--- src/rtl/cache_miss_ctrl_pkg.sv ---
// Shared LC-3b cache types: word/line types, address split widths and miss FSM states.
package lc3b_types;

  localparam int unsigned OFFSET_W = 4;
  localparam int unsigned INDEX_W  = 3;
  localparam int unsigned TAG_W    = 9;
  localparam int unsigned LINE_W   = 128;

  typedef logic [15:0]       lc3b_word;
  typedef logic [LINE_W-1:0] lc3b_line;

  typedef enum logic [2:0] {
    S_IDLE  = 3'd0,
    S_WB    = 3'd1,
    S_FETCH = 3'd2,
    S_FILL  = 3'd3,
    S_DONE  = 3'd4
  } miss_state_t;

endpackage

--- src/rtl/cache_miss_ctrl_if.sv ---
// Physical memory bus between the miss controller (master) and memory (slave).
interface cache_miss_ctrl_if #(
  parameter int unsigned width = 128
);
  logic [15:0]      pmem_address;
  logic             pmem_read;
  logic             pmem_write;
  logic [width-1:0] pmem_wdata;
  logic [width-1:0] pmem_rdata;
  logic             pmem_resp;

  modport master (
    output pmem_address, pmem_read, pmem_write, pmem_wdata,
    input  pmem_rdata, pmem_resp
  );

  modport slave (
    input  pmem_address, pmem_read, pmem_write, pmem_wdata,
    output pmem_rdata, pmem_resp
  );
endinterface

--- src/rtl/cache_miss_ctrl_miss_line_latch.sv ---
// Holds the miss context captured at acceptance plus the fetched fill line.
module miss_line_latch
  import lc3b_types::*;
#(
  parameter int unsigned width = LINE_W,
  parameter int unsigned tag_w = TAG_W
) (
  input  logic             clk,
  input  logic             reset_n,
  input  logic             capture,
  input  logic [15:0]      miss_addr,
  input  logic [1:0]       victim_way,
  input  logic [tag_w-1:0] victim_tag,
  input  logic [width-1:0] victim_data,
  input  logic             rdata_we,
  input  logic [width-1:0] pmem_rdata,
  output logic [11:0]      line_q,
  output logic [1:0]       way_q,
  output logic [tag_w-1:0] tag_q,
  output logic [width-1:0] vdata_q,
  output logic [width-1:0] rdata_q
);

  // Byte offset never reaches memory: all transfers are line-aligned.
  logic unused_offset;
  assign unused_offset = ^miss_addr[3:0];

  always_ff @(posedge clk) begin
    if (!reset_n) begin
      line_q  <= '0;
      way_q   <= '0;
      tag_q   <= '0;
      vdata_q <= '0;
      rdata_q <= '0;
    end else begin
      if (capture) begin
        line_q  <= miss_addr[15:4];
        way_q   <= victim_way;
        tag_q   <= victim_tag;
        vdata_q <= victim_data;
      end
      if (rdata_we) begin
        rdata_q <= pmem_rdata;
      end
    end
  end

endmodule

--- src/rtl/cache_miss_ctrl.sv ---
// Cache miss controller: optional writeback, line fetch, array fill, done pulse.
// Define CACHE_MISS_PERF_CNT_EN to add the miss_count/wb_count performance counters.
module cache_miss_ctrl
  import lc3b_types::*;
#(
  parameter int unsigned width = LINE_W,
  parameter int unsigned tag_w = TAG_W
) (
  input  logic                clk,
  input  logic                reset_n,
  cache_miss_ctrl_if.master   pmem,
  input  logic                miss_req,
  input  logic [15:0]         miss_addr,
  input  logic [1:0]          victim_way,
  input  logic                victim_valid,
  input  logic                victim_dirty,
  input  logic [tag_w-1:0]    victim_tag,
  input  logic [width-1:0]    victim_data,
  output logic                fill_we,
  output logic [1:0]          fill_way,
  output logic [tag_w-1:0]    fill_tag,
  output logic [width-1:0]    fill_data,
  output logic                miss_done
`ifdef CACHE_MISS_PERF_CNT_EN
  ,
  output logic [15:0]         miss_count,
  output logic [15:0]         wb_count
`endif
);

  miss_state_t      state, state_nx;
  logic             capture;
  logic             rdata_we;
  logic [11:0]      line_q;
  logic [1:0]       way_q;
  logic [tag_w-1:0] tag_q;
  logic [width-1:0] vdata_q;
  logic [width-1:0] rdata_q;

  assign capture  = (state == S_IDLE) && miss_req;
  assign rdata_we = (state == S_FETCH) && pmem.pmem_resp;

  miss_line_latch #(
    .width(width),
    .tag_w(tag_w)
  ) u_latch (
    .clk        (clk),
    .reset_n    (reset_n),
    .capture    (capture),
    .miss_addr  (miss_addr),
    .victim_way (victim_way),
    .victim_tag (victim_tag),
    .victim_data(victim_data),
    .rdata_we   (rdata_we),
    .pmem_rdata (pmem.pmem_rdata),
    .line_q     (line_q),
    .way_q      (way_q),
    .tag_q      (tag_q),
    .vdata_q    (vdata_q),
    .rdata_q    (rdata_q)
  );

  always_comb begin
    state_nx = state;
    unique case (state)
      S_IDLE:  if (miss_req) state_nx = (victim_valid && victim_dirty) ? S_WB : S_FETCH;
      S_WB:    if (pmem.pmem_resp) state_nx = S_FETCH;
      S_FETCH: if (pmem.pmem_resp) state_nx = S_FILL;
      S_FILL:  state_nx = S_DONE;
      S_DONE:  state_nx = S_IDLE;
      default: state_nx = S_IDLE;
    endcase
  end

  always_ff @(posedge clk) begin
    if (!reset_n) state <= S_IDLE;
    else          state <= state_nx;
  end

  // Outputs decode only the state register and the captured context, so they
  // stay steady for the whole wait and read as zero outside their own state.
  always_comb begin
    pmem.pmem_read    = (state == S_FETCH);
    pmem.pmem_write   = (state == S_WB);
    pmem.pmem_address = '0;
    pmem.pmem_wdata   = '0;
    if (state == S_WB) begin
      pmem.pmem_address = {tag_q, line_q[2:0], 4'b0000};
      pmem.pmem_wdata   = vdata_q;
    end else if (state == S_FETCH) begin
      pmem.pmem_address = {line_q, 4'b0000};
    end
  end

  always_comb begin
    fill_we   = (state == S_FILL);
    fill_way  = '0;
    fill_tag  = '0;
    fill_data = '0;
    if (state == S_FILL) begin
      fill_way  = way_q;
      fill_tag  = line_q[11:3];
      fill_data = rdata_q;
    end
    miss_done = (state == S_DONE);
  end

`ifdef CACHE_MISS_PERF_CNT_EN
  // Every accepted miss eventually fetches, so count at acceptance rather
  // than at the FETCH entry (dirty misses reach FETCH via WB).
  always_ff @(posedge clk) begin
    if (!reset_n) begin
      miss_count <= '0;
      wb_count   <= '0;
    end else if (capture) begin
      if (miss_count != '1) miss_count <= miss_count + 16'd1;
      if (victim_valid && victim_dirty && (wb_count != '1)) wb_count <= wb_count + 16'd1;
    end
  end
`endif

endmodule

--- src/flat_wrapper.sv ---
// flat-port wrapper written by rule: the top's interface ports become plain ports
module cache_miss_ctrl_flat import lc3b_types::*;
#(
  parameter int unsigned width = LINE_W,
  parameter int unsigned tag_w = TAG_W
)
  (clk, reset_n, miss_req, miss_addr, victim_way, victim_valid, victim_dirty, victim_tag, victim_data, fill_we, fill_way, fill_tag, fill_data, miss_done, pmem_pmem_address, pmem_pmem_read, pmem_pmem_write, pmem_pmem_wdata, pmem_pmem_rdata, pmem_pmem_resp);
  cache_miss_ctrl_if #(.width(width)) pmem_i ();
  input  logic clk;
  input  logic reset_n;
  input  logic miss_req;
  input  logic [15:0] miss_addr;
  input  logic [1:0] victim_way;
  input  logic victim_valid;
  input  logic victim_dirty;
  input  logic [tag_w-1:0] victim_tag;
  input  logic [width-1:0] victim_data;
  output logic fill_we;
  output logic [1:0] fill_way;
  output logic [tag_w-1:0] fill_tag;
  output logic [width-1:0] fill_data;
  output logic miss_done;
  output wire logic [$bits(pmem_i.pmem_address)-1:0] pmem_pmem_address;
  output wire logic [$bits(pmem_i.pmem_read)-1:0] pmem_pmem_read;
  output wire logic [$bits(pmem_i.pmem_write)-1:0] pmem_pmem_write;
  output wire logic [$bits(pmem_i.pmem_wdata)-1:0] pmem_pmem_wdata;
  input wire logic [$bits(pmem_i.pmem_rdata)-1:0] pmem_pmem_rdata;
  input wire logic [$bits(pmem_i.pmem_resp)-1:0] pmem_pmem_resp;
  assign pmem_pmem_address = pmem_i.pmem_address;
  assign pmem_pmem_read = pmem_i.pmem_read;
  assign pmem_pmem_write = pmem_i.pmem_write;
  assign pmem_pmem_wdata = pmem_i.pmem_wdata;
  assign pmem_i.pmem_rdata = pmem_pmem_rdata;
  assign pmem_i.pmem_resp = pmem_pmem_resp;
  cache_miss_ctrl #(.width(width), .tag_w(tag_w)) u_core (.clk(clk), .reset_n(reset_n), .pmem(pmem_i), .miss_req(miss_req), .miss_addr(miss_addr), .victim_way(victim_way), .victim_valid(victim_valid), .victim_dirty(victim_dirty), .victim_tag(victim_tag), .victim_data(victim_data), .fill_we(fill_we), .fill_way(fill_way), .fill_tag(fill_tag), .fill_data(fill_data), .miss_done(miss_done));
endmodule
--- config.mk ---
export PLATFORM = sky130hd
export DESIGN_NAME = cache_miss_ctrl_flat
export DESIGN_NICKNAME = d
export VERILOG_FILES = /design/src/rtl/cache_miss_ctrl_pkg.sv /design/src/rtl/cache_miss_ctrl_if.sv /design/src/rtl/cache_miss_ctrl_miss_line_latch.sv /design/src/rtl/cache_miss_ctrl.sv /design/src/flat_wrapper.sv
export SDC_FILE = /design/constraint.sdc
export NUM_CORES = 1
export LEC_CHECK = 0
export CORE_AREA = 4 4 225 227
export DETAILED_ROUTE_END_ITERATION = 7
export DIE_AREA = 0 0 229 231
export GPL_ROUTABILITY_DRIVEN = 0
export PLACE_DENSITY_LB_ADDON = 0.3
export SLEW_MARGIN = 0
export SYNTH_ARGS = -nofsm -noshare
export SYNTH_HDL_FRONTEND = slang
export SYNTH_HIERARCHICAL = 1
export SYNTH_SLANG_ARGS = --single-unit
--- constraint.sdc ---
create_clock -name clk -period 3.34 [get_ports clk]
set_clock_uncertainty 0.15 [all_clocks]
set_input_delay 0.501 -clock clk [delete_from_list [all_inputs] [get_ports clk]]
set_output_delay 0.501 -clock clk [all_outputs]
set_load 0.1 [all_outputs]
**Yosys cells after proc, flatten, opt, wreduce, memory -nomap -nowiden**

Cells that the tools add are included.

- Register bits after elaboration: 282
- Latch bits: 0
- Bits in writable memories: 0
- Memory bits (read-only): 0
- Input bits: 289
- Memories kept: 0

- Add/subtract/negate cells: 0
- Multipliers: 0
- Divide/modulo/power cells: 0
- $lt $le $gt $ge: 0
- Equality and inequality tests: 7
- Shift operators: 0
- Muxes and demuxes: 11
- Bitwise operators: 0
- Reductions and logical operators: 5

Operator list:

| kind | number |
|---|---|
| 128-bit 2-to-1 mux | 2 |
| 16-bit 2-to-1 mux | 2 |
| 3-bit case mux with 4 select lines | 1 |
| 3-bit 2-to-1 mux | 3 |
| 9-bit 2-to-1 mux | 1 |
| 3-bit by 2-bit equality test with 1-bit output, second input constant | 2 |
| 2-bit 2-to-1 mux | 2 |
| 2-bit by 1-bit != test with 1-bit output, second input constant | 2 |
| 3-bit by 1-bit equality test with 1-bit output, second input constant | 1 |
| 3-bit equality test, second input constant | 1 |
| 1-bit logical AND | 3 |
| 3-bit logical NOT | 1 |
| 3-bit AND reduction | 1 |
| 2-bit != test, second input constant | 1 |

**Logic depth before layout (Yosys ltp)**

Gate-level depths: netlist of the first run.

- Word-level depth: 4
- Depth in mapped cells: 7
- Depth with buffers taken out: 4

**Hierarchy**

Netlist of the first run, hierarchy kept.

By module, submodules not included:

| module | instances | cells each | area an instance (µm²) | seq. area each (µm²) |
|---|---|---|---|---|
| miss_line_latch | 1 | 899 | 10502.6 | 5585.4 |
| cache_miss_ctrl | 1 | 339 | 2213.4 | 60.1 |

**Worst setup path after synthesis of the first run**

OpenSTA, ideal clock, no wires.

- Path type: register -> output
- Start point: register u_core.state[1]
- End point: output miss_done
- Arrival time: 2.658 ns
- Path slack: 0.031 ns
- Stages on the path, launching flop included: 3
- Path through: dfxtp_1 -> buf_2 -> nor3b_1

- Word-level cells in the longest chain between the ends: 1

RTL lines:

| item | line | source |
|---|---|---|
| start, declared | cache_miss_ctrl.sv:31 | `miss_state_t state, state_nx;` |
| start signal, assigned | cache_miss_ctrl.sv:77 | `else state <= state_nx;` |
| 3-bit equality test | cache_miss_ctrl.sv:105 | `miss_done = (state == S_DONE);` |
| end, declared | flat_wrapper.sv:22 | `output logic miss_done;` |

No other way between the ends.

**Worst setup path in the final report of the first run**

- Start point: register u_core.state[1]
- End point: output fill_tag[3]

- Word-level cells in the longest chain between the ends: 2

RTL lines:

| item | line | source |
|---|---|---|
| 3-bit by 2-bit equality test with 1-bit output | cache_miss_ctrl.sv:100 | `if (state == S_FILL) begin` |
| 9-bit 2-to-1 mux | cache_miss_ctrl.sv:100 |  |
| end, declared | flat_wrapper.sv:20 | `output logic [tag_w-1:0] fill_tag;` |

No other way between the ends.

==> implementation parameters, run 1 <==
Parameter                              Value

Logic synthesis
  Largest area contributor in the synthesized netlist ... sky130_fd_sc_hd__dfxtp_1
  Synth Cell Area ... 12700 um^2
  Yosys warnings ... 6
  Per-instance average area after synthesis ... 10.3 um^2
  Cells taking the most area after synthesis ... sky130_fd_sc_hd__dfxtp_1, sky130_fd_sc_hd__mux2i_1, sky130_fd_sc_hd__nor2b_1
  Yosys top cell area share ... 44.4%
  Post-synthesis sequential area ratio ... 44.4%
  Netlist cell types ... 24
  Number of flip-flops and latches in the synthesized netlist ... 282
  Instance count of the mapped netlist ... around 1200

Routing
  Via count normalized by instance count ... roughly 4.2
  Post-Route WL ... 43.1 mm
  Detailed-routing iteration count for the pre-antenna-repair pass ... 4
  WL/cell ... 17.8 um
  Post-route ant nets ... 0
  Count of unresolved DRC violations after routing ... 0
  Number of vias in the routed layout ... 10116
  Number of violations reported at the end of detailed-routing iteration 0 ... 313

Timing
  Final Slew Violations ... 0
  Relative max-transition margin ... 59.3%
  Transition time of the tightest slew-check pin ... just over 0.6 ns
  Total negative setup slack ... 0 ns
  Final-report hold violation count ... 0
  Top achievable clock speed ... 0.322 GHz
  Number of setup violations in the final report ... 0
  Setup repair after global routing missed its margin ... no
  Period minus WS final ... 3.10 ns
  Hold Worst Slack ... approximately 0.25 ns
  Final clock period utilization by the worst path ... 92.9%

Clock tree
  Clk buf depth ... 3
  CTS tree ... done
  CTS Hold Buffers Added ... 0
  Resize count post-CTS ... 0
  Clock buffer count from CTS ... 35
  Post-CTS Setup Repair Bufs ... 0
  Sinks on Clock Net ... 282
  Clock-pin slew on the worst setup and hold paths ... 0.06 ns
  CTS Root Buffer Type ... sky130_fd_sc_hd__clkbuf_16
  Worst-skew pair later-pin latency ... around 0.52 ns
  H-tree depth ... 2

Min path
  Hold/Removal Path Class ... input pin to register
  Cell depth of the worst hold path ... 2

GRT
  Vias in the first global route ... 10491
  GR Layer Usage met2 ... between 20% and 30%
  Global-route usage over all layers ... 15.5%
  Most Used Layer, Global Route ... met2
  Maximum number of pins on one net before global-route repair ... ~120
  Met3 Usage GRT ... roughly 5%
  Global-route wire length before repair ... 64.3 mm
  Initial antenna violation count ... 9
  Met1 layer usage reported by global route ... 17.5%
  Remaining global-route overflow ... 0

Pwr
  Peak supply drop ... 0.318 mV
  Power density relative to cell area ... 438 nW/um^2
  LEAKAGE ... 8.51 nW
  Total power consumption of the routed design ... between 9 and 10 mW

Die
  Area of the die ... 52900 um^2
  Area inside the core boundary ... 48600 um^2
  Horizontal extent of the die ... 229 um
  Starting density of the core ... 26.1%
  Chip height ... 231 um
  Number of placed I/O pins ... 576
  Number of cell rows ... a little over 80

Finish
  Commonest non-fill, non-tap cell in the layout ... sky130_fd_sc_hd__clkdlybuf4s50_1
  Share of layout cells above drive strength 1 ... 19.9%
  Fill cells ... 4441
  Post-layout net count ... between 2000 and 2500
  Relative area change from synthesis to final layout ... 77.7%
  Multi-input gate area in the final layout ... 6470 um^2
  Area of all sequential standard cells ... 5650 um^2
  Most frequent cells in the layout ... sky130_fd_sc_hd__clkdlybuf4s50_1, sky130_fd_sc_hd__dfxtp_1, sky130_fd_sc_hd__mux2i_1, sky130_fd_sc_hd__nor2b_1, sky130_fd_sc_hd__buf_12
  Core occupancy in the finished layout ... 46.4%

Place
  Estimated wirelength of the detail-placed design ... 31.7 mm
  Port buffer count ... around 570

Worst setup path
  Worst Setup End Kind ... output pin
  Required time of the critical path ... 2.69 ns
  Startpoint class of the critical path ... register
  Worst EP arrival ... 2.45 ns
  Reg2reg path depth ... 5
  Kind of critical path ... register to output pin
  Critical path fanouts, max ... 44

Outcome
  Status ... complete, no violations

Flow run
  Max-cap check violation count ... 0
==> metrics by stage <==
stage          setup WS, ns  instances  instance area (um^2)
2_1_floorplan        0.0314       1241                 12700
3_5_place_dp          0.607       2349                 21400
3_3_place_gp          0.664       2349                 21400
4_1_cts               0.162       2407                 22600
5_1_grt              0.0785       2415                 22600
6_report              0.238       2416                 22600
==> routing by layer <==
metal  share of wire [%]  routed length (um)
met5                   0                   0
met4                 3.3                1440
met3                 6.9                2980
met2                  51               21900
met1                  39               16800
==> area by class of cell <==
cell class / count / area share, %
tap: 622 / 3.44
clock inverter: 3 / 0.305
sequential: 282 / 25.0
timing repair buffer: 586 / 37.8
multi-input combinational: 859 / 28.6
antenna: 9 / 0.0997
clock buffer: 55 / 4.75
==> Yosys cell counts <==
master	instances
sky130_fd_sc_hd__and3b_1	1
sky130_fd_sc_hd__o21ai_0	1
sky130_fd_sc_hd__clkbuf_2	11
sky130_fd_sc_hd__xnor2_1	1
sky130_fd_sc_hd__a21oi_1	1
sky130_fd_sc_hd__dfxtp_1	282
sky130_fd_sc_hd__mux2i_1	279
sky130_fd_sc_hd__and2_1	272
sky130_fd_sc_hd__and3_1	1
sky130_fd_sc_hd__buf_4	23
sky130_fd_sc_hd__a311oi_1	1
sky130_fd_sc_hd__nand3_1	1
sky130_fd_sc_hd__nor3b_2	1
sky130_fd_sc_hd__nor2b_1	279
sky130_fd_sc_hd__conb_1	1
sky130_fd_sc_hd__buf_2	15
sky130_fd_sc_hd__a22o_1	9
sky130_fd_sc_hd__nand2_1	2
sky130_fd_sc_hd__buf_6	19
sky130_fd_sc_hd__clkbuf_1	32
sky130_fd_sc_hd__nor2_1	2
sky130_fd_sc_hd__nor4b_1	2
sky130_fd_sc_hd__mux2_2	1
sky130_fd_sc_hd__nor3b_1	1
==> final timing paths <==
| check | start | end | slack [ns] |
|---|---|---|---|
| max | u_core/state[1]$_SDFFE_PN0P_ | fill_tag[3] | 0.24 |
| min | reset_n | u_core/u_latch/rdata_q[110]$_SDFFE_PN0P_ | 0.25 |
| max reg2reg | u_core/state[1]$_SDFFE_PN0P_ | u_core/u_latch/vdata_q[41]$_SDFFE_PN0P_ | 1.10 |
| min reg2reg | u_core/u_latch/rdata_q[93]$_SDFFE_PN0P_ | u_core/u_latch/rdata_q[93]$_SDFFE_PN0P_ | 0.35 |
==> worst max-delay path: stages, from the launching register on <==
cell and delay [ns]:
sky130_fd_sc_hd__dfxtp_1 0.58, sky130_fd_sc_hd__and3b_4 0.33, sky130_fd_sc_hd__buf_4 0.39, sky130_fd_sc_hd__and2_1 0.27
sky130_fd_sc_hd__buf_4 0.32
==> power breakdown <==
| group | leakage, nW | internal (mW) | switching [mW] | total [mW] |
|---|---|---|---|---|
| Clock | 0.558 | 2.35 | 1.44 | 3.79 |
| Combinational | 5.65 | 1.08 | 1.25 | 2.34 |
| Sequential | 2.30 | 3.64 | 0.133 | 3.77 |
==> state kept, by name, indices dropped and copies added, names as in the netlist <==
signal                  count
u_core/u_latch/rdata_q    128
u_core/u_latch/tag_q        9
u_core/state                3
u_core/u_latch/way_q        2
u_core/u_latch/vdata_q    128
u_core/u_latch/line_q      12
==> cell families after synthesis <==
logic type,after synthesis,synth area share [%]
AO/OA/AOI/OAI,12,0.767
XOR/XNOR,1,0.0689
buffers and inverters,100,5.01
flip-flops,282,44.4
multiplexers,280,22.1
other,1,0.0295
AND/OR/NAND/NOR,562,27.7
Note: power is estimated with default switching activity, not from simulation.
==> run 2: changes to the inputs <==
--- a/config.mk
+++ b/config.mk
@@ -5,13 +5,12 @@
 export SDC_FILE = /design/constraint.sdc
 export NUM_CORES = 1
 export LEC_CHECK = 0
-export CORE_AREA = 4 4 225 227
+export CORE_AREA = 4 4 222 224
 export DETAILED_ROUTE_END_ITERATION = 7
-export DIE_AREA = 0 0 229 231
+export DIE_AREA = 0 0 226 228
 export GPL_ROUTABILITY_DRIVEN = 0
 export PLACE_DENSITY_LB_ADDON = 0.3
 export SLEW_MARGIN = 0
 export SYNTH_ARGS = -nofsm -noshare
 export SYNTH_HDL_FRONTEND = slang
-export SYNTH_HIERARCHICAL = 1
 export SYNTH_SLANG_ARGS = --single-unit
==> implementation parameters, run 2 <==
Parameter                              Value

Timing
  Relative max-transition margin ... 38.1% (-21 points)
  Transition time of the tightest slew-check pin ... 0.928 ns (+0.318 ns)
  Hold Worst Slack ... 0.295 ns (+0.0418 ns)
  Top achievable clock speed ... 0.319 GHz (-1.1%)
  Number of setup violations in the final report ... 0 (unchanged)
  Setup repair after global routing missed its margin ... no
  Final-report hold violation count ... 0 (unchanged)
  Period minus WS final ... 3.14 ns (+0.0334 ns)
  Final clock period utilization by the worst path ... 93.9% (+1.0 points)
  Final Slew Violations ... 0 (unchanged)
  Total negative setup slack ... 0 ns (unchanged)

Worst setup path
  Series of cell instances along the critical path ... and3b_4, buf_4, and2_1, buf_4
  Required time of the critical path ... 2.69 ns (about the same)
  Slowest stage cell, crit path ... sky130_fd_sc_hd__dfxtp_1
  Number of buffer and inverter stages on the critical path ... 2 (unchanged)
  Largest delay contributor family on the critical path ... flip-flops
  Critical path fanouts, max ... 31 (-30%)
  Crit. path cell count ... 4 (unchanged)
  Reg2reg path depth ... 4 (-1)
  Startpoint class of the critical path ... register
  Worst EP arrival ... 2.48 ns (+0.03 ns)
  Worst Setup End Kind ... output pin
  Kind of critical path ... register to output pin
  Largest incremental delay on the critical path ... 0.67 ns (+0.09 ns)
  Most used cell along the critical path ... sky130_fd_sc_hd__buf_4

Clock tree
  Clock buffer count from CTS ... 36 (+2.9%)
  CTS tree ... done
  H-tree depth ... 2 (unchanged)
  Clk buf depth ... 3 (unchanged)
  Post-CTS Setup Repair Bufs ... 0 (unchanged)
  Clock-pin slew on the worst setup and hold paths ... 0.05 ns (about the same)
  Resize count post-CTS ... 0 (unchanged)
  Sinks on Clock Net ... 282 (unchanged)
  Worst-skew pair later-pin latency ... 0.52 ns (about the same)
  CTS Root Buffer Type ... sky130_fd_sc_hd__clkbuf_16
  CTS Hold Buffers Added ... 0 (unchanged)

Logic synthesis
  EDFF count, synth ... 0 (unchanged)
  Yosys warnings ... 0 (-6)
  Post-synthesis sequential area ratio ... 45.5% (+1.1 points)
  Top post-synthesis cells by count ... sky130_fd_sc_hd__nand2_1, sky130_fd_sc_hd__dfxtp_1, sky130_fd_sc_hd__and2_1
  Yosys top cell area share ... 45.5% (+1.1 points)
  Per-instance average area after synthesis ... 8.01 um^2 (-22%)
  Cells taking the most area after synthesis ... sky130_fd_sc_hd__dfxtp_1, sky130_fd_sc_hd__nand2_1, sky130_fd_sc_hd__and2_1
  Fraction of synthesis flops using an asynchronous set or reset pin ... 0% (unchanged)
  Largest area contributor in the synthesized netlist ... sky130_fd_sc_hd__dfxtp_1
  Number of flip-flops and latches in the synthesized netlist ... 282 (unchanged)
  Instance count of the mapped netlist ... 1549 (+25%)
  Netlist cell types ... 27 (+13%)
  Synth Cell Area ... 12400 um^2 (-2.4%)
  Most used flip-flop cell after synthesis ... sky130_fd_sc_hd__dfxtp_1
  Most instantiated library cell after synthesis ... sky130_fd_sc_hd__nand2_1

Pwr
  LEAKAGE ... 8.40 nW (-1.3%)
  Switching share of power ... 26.6% (-2.0 points)
  Switching power ... 2.35 mW (-17%)
  Power density relative to cell area ... 401 nW/um^2 (-8.4%)
  Clock network fraction of total power ... 41.9% (+3.6 points)
  Sequential power share ... 41.6% (+3.5 points)
  Combinational Power Share ... 16.5% (-7.1 points)
  Peak supply drop ... 0.415 mV (+31%)
  Internal power ... 6.49 mW (-8.2%)

Min path
  Hold/Removal Path Class ... register to register
  Cell depth of the worst hold path ... 2 (unchanged)

Finish
  Post-layout net count ... 2337 (+14%)
  Relative area change from synthesis to final layout ... 77.7% (about the same)
  Commonest non-fill, non-tap cell in the layout ... sky130_fd_sc_hd__nand2_1
  Share of layout cells above drive strength 1 ... 17.5% (-2.4 points)
  Registers with the highest flip-flop counts ... u_core.u_latch.rdata_q x128, u_core.u_latch.vdata_q x128, u_core.u_latch.line_q x12
  Most frequent cells in the layout ... sky130_fd_sc_hd__nand2_1, sky130_fd_sc_hd__clkdlybuf4s50_1, sky130_fd_sc_hd__dfxtp_1, sky130_fd_sc_hd__and2_1, sky130_fd_sc_hd__buf_12

Routing
  Via count normalized by instance count ... 4.40 (+5.1%)
  Number of vias in the routed layout ... 11835 (+17%)
  Count of unresolved DRC violations after routing ... 0 (unchanged)
  Post-Route WL ... 46.3 mm (+7.6%)
  Detailed-routing iteration count for the pre-antenna-repair pass ... 4 (unchanged)
  WL/cell ... 17.2 um (-3.4%)
  Post-route ant nets ... 0 (unchanged)
  Number of violations reported at the end of detailed-routing iteration 0 ... 507 (+62%)

GRT
  GR Layer Usage met2 ... 28.2% (+1.3 points)
  Global-route wire length before repair ... 69.4 mm (+7.8%)
  Met3 Usage GRT ... 9.18% (+4.3 points)
  Most Used Layer, Global Route ... met2
  Global-route usage over all layers ... 17.0% (+1.6 points)
  Met1 layer usage reported by global route ... 19.1% (+1.6 points)
  Remaining global-route overflow ... 0 (unchanged)
  Maximum number of pins on one net before global-route repair ... 140 (+14%)
  Initial antenna violation count ... 9 (unchanged)
  Vias in the first global route ... 11559 (+10%)

Die
  Number of placed I/O pins ... 576 (unchanged)
  Area of the die ... 51500 um^2 (-2.6%)
  Starting density of the core ... 26.2% (+0.066 points)
  Chip height ... 228 um (-1.3%)
  Area inside the core boundary ... 47300 um^2 (-2.7%)
  Horizontal extent of the die ... 226 um (-1.3%)
  Number of cell rows ... 80 (-1.2%)

Place
  Estimated wirelength of the detail-placed design ... 33.5 mm (+5.7%)
  Port buffer count ... 567 (unchanged)

Flow run
  Max-cap check violation count ... 0 (unchanged)

Outcome
  Status ... complete, no violations
run 2: worst paths after layout:
check                                               start                                        to  slack [ns]
hold reg to reg   u_core.u_latch.vdata_q[90]$_SDFFE_PN0P_   u_core.u_latch.vdata_q[90]$_SDFFE_PN0P_        0.30
setup reg to reg             u_core.state[1]$_SDFFE_PN0P_  u_core.u_latch.vdata_q[123]$_SDFFE_PN0P_        1.13
hold / removal    u_core.u_latch.vdata_q[90]$_SDFFE_PN0P_   u_core.u_latch.vdata_q[90]$_SDFFE_PN0P_        0.30
setup / recovery             u_core.state[1]$_SDFFE_PN0P_                               fill_way[1]        0.20
run 2: area by class of cell:
| cell class | instances | area (um^2) |
|---|---|---|
| Inverter | 1 | 3.75 |
| Tap cell | 615 | 769 |
| Timing Repair Buffer | 589 | 8340 |
| Multi-Input combinational cell | 1138 | 6160 |
| Sequential cell | 282 | 5650 |
| Clock inverter | 6 | 55.1 |
| Fill cell | 4515 | 25300 |
| Clock buffer | 55 | 1060 |
| Antenna cell | 3 | 7.51 |
run 2: kinds of logic after synthesis:
| logic type | synth area share (%) |
|---|---|
| compound gates | 17.7 |
| buf+inv | 5.34 |
| flops | 45.5 |
| other cells | 0.0302 |
| xor+xnor | 0.0706 |
| simple gates | 31.3 |
run 2: power by group through the flow:
stage	clock network [mW]	logic [mW]	registers (mW)
global route	3.99	1.58	3.70
global placement	0	1.47	3.74
floorplan	0	0.847	3.71
detailed placement	0	1.48	3.75
finish	3.71	1.46	3.68
CTS	3.86	1.49	3.68
run 2: worst register-to-register path, stage by stage (launching register included):
cell and delay, ns:
sky130_fd_sc_hd__dfxtp_1 0.67, sky130_fd_sc_hd__or4b_4 0.25, sky130_fd_sc_hd__buf_4 0.66, sky130_fd_sc_hd__nand2_1 0.20, sky130_fd_sc_hd__a21boi_0 0.21
run 2: metrics by stage:
step / worst slack, ns / utilization [%] / instance area (um^2) / std cells / total power [mW]
6_report: 0.205 / 46.6 / 22000 / 2689 / 8.84
5_1_grt: 0.0368 / 46.5 / 22000 / 2686 / 9.27
4_1_cts: 0.122 / 46.5 / 22000 / 2685 / 9.02
3_5_place_dp: 0.711 / 44.2 / 20900 / 2624 / 5.23
3_3_place_gp: 0.752 / 44.2 / 20900 / 2624 / 5.20
2_1_floorplan: 0.0402 / - / 12400 / 1552 / 4.56
run 2: layer usage:
metal / up-vias / routed length (um)
met2: 428 / 21300
met4: 12 / 914
li1: 5881 / -
met3: 60 / 5770
met5: - / 81
met1: 5454 / 18200
==> RTL edit 1, RTL diff (flow settings as in run 2) <==
`LINE_W`: 128 -> 120.
--- a/src/rtl/cache_miss_ctrl_pkg.sv
+++ b/src/rtl/cache_miss_ctrl_pkg.sv
@@ -6,3 +6,3 @@
   localparam int unsigned TAG_W    = 9;
-  localparam int unsigned LINE_W   = 128;
+  localparam int unsigned LINE_W   = 120;
 
Interface: changed (resized fill_data, pmem_pmem_rdata, pmem_pmem_wdata and victim_data); port bits go from 576 to 544. The function was not compared with the original's and may differ.
==> RTL edit 1 against run 2 <==
- setup slack improved by 0.067 ns
- cell area fell by 6.2%
- synthesized area fell by 5.9%
- non-clock buffer count fell by 31
- sequential cell count fell by 16
- routed wire length fell by 8.8%
- total power fell by 7.3%
- clock power fell by 9.7%
- sequential power fell by 6.0%
- largest cell class unchanged
==> RTL edit 1: results (changes against run 2) <==
[run_status]
outcome=finished clean  ; unchanged

[worst_setup_path]
r2r_end=u_core.u_latch.vdata_q[13]$_SDFFE_PN0P_  ; was u_core.u_latch.vdata_q[123]$_SDFFE_PN0P_
reg2reg_slack_ns=1.17  ; was 1.13 ns
cp-endpoint=pmem_pmem_wdata[64]  ; was fill_way[1]
crit_arrival_ns=2.42  ; was 2.48 ns
startpoint=u_core.state[0]$_SDFFE_PN0P_  ; was u_core.state[1]$_SDFFE_PN0P_
crit_fanout=132  ; was 31

[route]
via_per_inst=4.33  ; was 4.40
wl_per_cell_um=16.5  ; was 17.2 um
route.met2.wl_um=19700  ; was 21300 um
dr_wl_met3_um=4460  ; was 5770 um
drtPass1Iterations=6  ; was 4
met1Wirelength_um=17100  ; was 18200 um
routed.top_layer=met4  ; was met5

[finish]
largestRegisters=u_core.u_latch.rdata_q: 120 flops, u_core.u_latch.vdata_q: 120 flops, u_core.u_latch.line_q: 12 flops  ; was u_core.u_latch.rdata_q: 128 flops, u_core.u_latch.vdata_q: 128 flops, u_core.u_latch.line_q: 12 flops
multi_input_comb_area_sq_mm=0.00581  ; was 0.00616 sq mm
final_layout_size_suffix_gt1_frac=0.175  ; about the same
fin_cells=2567  ; was 2689
n_fill_cell=4600  ; was 4515

[clock_network]
cts_buffers=34  ; was 36

[power_and_ir_drop]
ir_drop_uv=304  ; was 415 uV
p_leak_nw=7.86  ; was 8.40 nW
p_sw_frac=0.269  ; was 0.266

[global_routing]
antenna_found_initial=2  ; was 9
first_global_vias=10800  ; was 11600
grt.total_usage=0.156  ; was 0.170
grt_pass1_wl_um=63500  ; was 69400 um
grt_max_degree=133  ; was 140

[synth]
synth_commonest_cells=nand2_1 (526), dfxtp_1 (266), and2_1 (255)  ; was nand2_1 (558), dfxtp_1 (282), and2_1 (271)
netlist_instances=1461  ; was 1549
synth.area.top_cells=dfxtp_1 (46%), nand2_1 (17%), and2_1 (14%), a21boi_0 (11%), a21boi_1 (5.7%)  ; was dfxtp_1 (46%), nand2_1 (17%), and2_1 (14%), a21boi_0 (10%), a21boi_1 (6.9%)
seq_area_frac_synth=0.456  ; was 0.455

[sta]
worst_hold_slack_ns=0.295  ; about the same
worst_pin_slew_ns=0.925  ; was 0.928 ns
fin_ws_ns=0.271  ; was 0.205 ns

[placement]
dpl.hpwl_um=30200  ; was 33500 um
pre_cts_slack_ns=0.647  ; was 0.711 ns
placed_area_sq_mm=0.0197  ; was 0.0209 sq mm

[min_path]
hold_path_end=u_core.u_latch.rdata_q[32]$_SDFFE_PN0P_  ; was u_core.u_latch.vdata_q[90]$_SDFFE_PN0P_

RTL edit 1: cell types whose count changed after synthesis:
cell,delta
buf_6,-2
nand2_1,-32
buf_1,-2
a21boi_0,+9
and2_1,-16
a21boi_1,-25
dfxtp_1,-16
buf_4,-6
buf_2,+1
clkbuf_1,+1
RTL edit 1: critical path: stages (launching register included):
cell and delay, ns:
dfxtp_1 0.56, nor3b_4 0.30, buf_12 0.43, and2_1 0.30
buf_12 0.20
RTL edit 1: power groups by stage:
| stage | combinational, mW | sequential (mW) | clock, mW |
|---|---|---|---|
| 3_3_place_gp | 1.39 | 3.52 | 0 |
| 5_1_grt | 1.50 | 3.49 | 3.63 |
| 4_1_cts | 1.41 | 3.46 | 3.50 |
| 2_1_floorplan | 0.793 | 3.50 | 0 |
| 6_report | 1.38 | 3.46 | 3.35 |
| 3_5_place_dp | 1.41 | 3.53 | 0 |
RTL edit 1: timing repair:
item / CTS / global route
setup buffers: 0 / 0
setup endpoints to repair: 0 / 9
resized for setup: 0 / 1
RTL edit 1: kinds of logic after synthesis:
logic type             after synthesis  synth area share
XOR/XNOR                             1          0.000750
AO/OA/AOI/OAI                      276             0.178
AND/OR/NAND/NOR                    792             0.314
other                                1          0.000321
flip-flops                         266             0.456
buffers and inverters              125            0.0511
RTL edit 1: layout make-up:
| class | count | area share |
|---|---|---|
| repair buffers | 558 | 0.376 |
| multi-input cells | 1073 | 0.281 |
| flip-flops and latches | 266 | 0.258 |
| clock buffers | 49 | 0.0468 |
| well taps | 615 | 0.0372 |
| clock inverters | 4 | 0.00133 |
| inverters | 1 | 0.000182 |
| diodes | 1 | 0.000121 |
RTL edit 1: per-layer routing:
metal	global-route usage	up-vias
met5	0	-
met4	0.0438	0
met3	0.0706	54
met2	0.258	391
met1	0.183	5125
li1	-	5544
==> RTL edit 2, RTL diff (config.mk and constraints of run 2) <==
Made on the original files. Re-encode `miss_state_t` (5 states) as one-hot, 5 bits wide.
--- a/src/rtl/cache_miss_ctrl_pkg.sv
+++ b/src/rtl/cache_miss_ctrl_pkg.sv
@@ -11,8 +11,8 @@
 
-  typedef enum logic [2:0] {
-    S_IDLE  = 3'd0,
-    S_WB    = 3'd1,
-    S_FETCH = 3'd2,
-    S_FILL  = 3'd3,
-    S_DONE  = 3'd4
+  typedef enum logic [4:0] {
+    S_IDLE  = 5'b00001,
+    S_WB    = 5'b00010,
+    S_FETCH = 5'b00100,
+    S_FILL  = 5'b01000,
+    S_DONE  = 5'b10000
   } miss_state_t;
Function: same outputs for any inputs over 4 cycles, from zero or initial values and one cycle with reset_n low; so few cycles prove little.
==> RTL edit 2 against run 2 <==
- synthesized area decreased by 5.0%
- routed wire length up 0.15%
- sequential power increased by 5%
- combinational power grew 4%
- largest cell class unchanged
- count of clock-buffer cells in the layout shrank 4
- cell area down 2.4%
- largest power group unchanged
- total power is 6.0% higher
- setup slack got worse by 0.076 ns
- highest routed layer unchanged
- sequential cell count rose by 2
==> RTL edit 2: results (changes against run 2) <==
[run_status]
outcome=finished clean  ; unchanged

[synth]
synth_commonest_cells=nand2_1 (558), dfxtp_1 (284), a21oi_1 (279)  ; was nand2_1 (558), dfxtp_1 (282), and2_1 (271)
seq_area_frac_synth=0.482  ; was 0.455
ys.flop_type=dfxtp_1  ; unchanged
yosysUniqueCellTypes=33  ; was 27
synth.area.top_cells=dfxtp_1 (48%), nand2_1 (18%), and2_1 (14%), a21oi_1 (12%), buf_2 (2.7%)  ; was dfxtp_1 (46%), nand2_1 (17%), and2_1 (14%), a21boi_0 (10%), a21boi_1 (6.9%)
yosys_warnings=0  ; unchanged
synthArstFlopShare=0  ; unchanged

[power_and_ir_drop]
p_leak_nw=8.07  ; was 8.40 nW
ir_drop_uv=357  ; was 415 uV

[finish]
largestRegisters=u_core.u_latch.rdata_q: 128 flops, u_core.u_latch.vdata_q: 128 flops, u_core.u_latch.line_q: 12 flops  ; unchanged
layout.nets=2345  ; was 2337
final_layout_size_suffix_gt1_frac=0.181  ; was 0.175
final_common_cell=nand2_1  ; unchanged

[placement]
dpl.hpwl_um=32500  ; was 33500 um
portBuffers=567  ; unchanged
pre_cts_slack_ns=0.648  ; was 0.711 ns
placed_area_sq_mm=0.0202  ; was 0.0209 sq mm

[clock_network]
h-tree-depth=2  ; unchanged
clock_latency_ns=0.53
cts-root-buf=clkbuf_16  ; unchanged
clk_pin_slew_ns=0.05  ; about the same
cts.path.max_buffers=3  ; unchanged
cts_buffers=36  ; unchanged

[worst_setup_path]
reg2reg_from=u_core.state[2]$_SDFFE_PN0P_  ; was u_core.state[1]$_SDFFE_PN0P_
crit_arrival_ns=2.56  ; was 2.48 ns
crit_fanout=69  ; was 31
critPathTopFamily=simple AND/OR/NAND/NOR gates  ; was flip-flops
max_stage_delay_ns=0.39  ; was 0.67 ns
startpoint=u_core.state[4]$_SDFFE_PN0P_  ; was u_core.state[1]$_SDFFE_PN0P_
cp_slowest_cell=dfxtp_1  ; unchanged

[route]
drtPass1Iterations=4  ; unchanged
first_iter_violations=550  ; was 507
wl_um=46400  ; was 46300 um
via_per_inst=4.43  ; was 4.40

[run]
drv_cap=0  ; unchanged

[global_routing]
antenna_found_initial=8  ; was 9
grt.total_usage=0.168  ; was 0.170
first_global_vias=11600  ; about the same
grt_pass1_wl_um=68200  ; was 69400 um
grt_max_degree=140  ; unchanged

[sta]
worst_pin_slew_ns=0.799  ; was 0.928 ns

[min_path]
min_path_type=register to register  ; unchanged
min_from=u_core.u_latch.rdata_q[39]$_SDFFE_PN0P_  ; was u_core.u_latch.vdata_q[90]$_SDFFE_PN0P_

-- RTL edit 2: changes by cell type after synthesis, moves of 3 or more --
cell,change
buf_1,-3
a21oi_1,+278
buf_6,-10
a21boi_0,-166
a21boi_1,-114
buf_2,+34
clkbuf_1,-25
-- RTL edit 2: worst register-to-register path: stages, from the launching register on --
cell and delay (ns):
dfxtp_1 0.44, nor3_1 0.32, nand4b_1 0.37, buf_12 0.34, nand2_1 0.42, a21oi_1 0.09
-- RTL edit 2: area by class of cell --
cell class                 count  area, sq um
tap                          615          769
antenna                        6         15.0
multi-input combinational   1145         5530
timing repair buffer         587         8280
inverter                       2         15.0
sequential                   284         5690
clock buffer                  51         1070
fill                        4573        25800
clock inverter                13          155
-- RTL edit 2: per-stage QoR --
stage          cells  hold slack, ns  total power, mW
2_1_floorplan   1559           0.282             4.81
4_1_cts         2694           0.300             9.52
3_3_place_gp    2630           0.287             5.41
5_1_grt         2702           0.315             9.83
6_report        2703           0.297             9.37
3_5_place_dp    2630           0.292             5.45
-- RTL edit 2: cells by family (layout without fill, tap and decap cells) --
kind of cell    count (synthesis)  count (layout)  synth area share
compound gates                293             293             0.130
xor+xnor                        1               1          0.000743
buf+inv                       131             653            0.0532
flops                         284             284             0.482
other cells                     1              10          0.000318
simple gates                  846             847             0.334
-- RTL edit 2: final timing paths --
path | slack [ns] | cells past startpoint | end
setup / recovery | 0.13 | 6 | fill_tag[7]
hold / removal | 0.30 | 2 | u_core.u_latch.rdata_q[39]$_SDFFE_PN0P_
setup reg to reg | 1.06 | 5 | u_core.u_latch.vdata_q[44]$_SDFFE_PN0P_
hold reg to reg | 0.30 | 2 | u_core.u_latch.rdata_q[39]$_SDFFE_PN0P_
-- RTL edit 2: repair_timing --
action / 4_1_cts / 5_1_grt
setup endpoints to repair: 0 / 167
resized for setup: 0 / 5
buffers inserted: 0 / 1
-- RTL edit 2: where the power goes --
| part | switching (mW) | internal (mW) |
|---|---|---|
| clock | 1.54 | 2.46 |
| sequential | 0.156 | 3.70 |
| combinational | 0.872 | 0.644 |
-- RTL edit 2: per-layer routing --
metal | global-route usage | share of wire
met3 | 0.0571 | 0.075
met1 | 0.191 | 0.39
met5 | 0 | 0.00058
met2 | 0.293 | 0.50
met4 | 0.0559 | 0.027
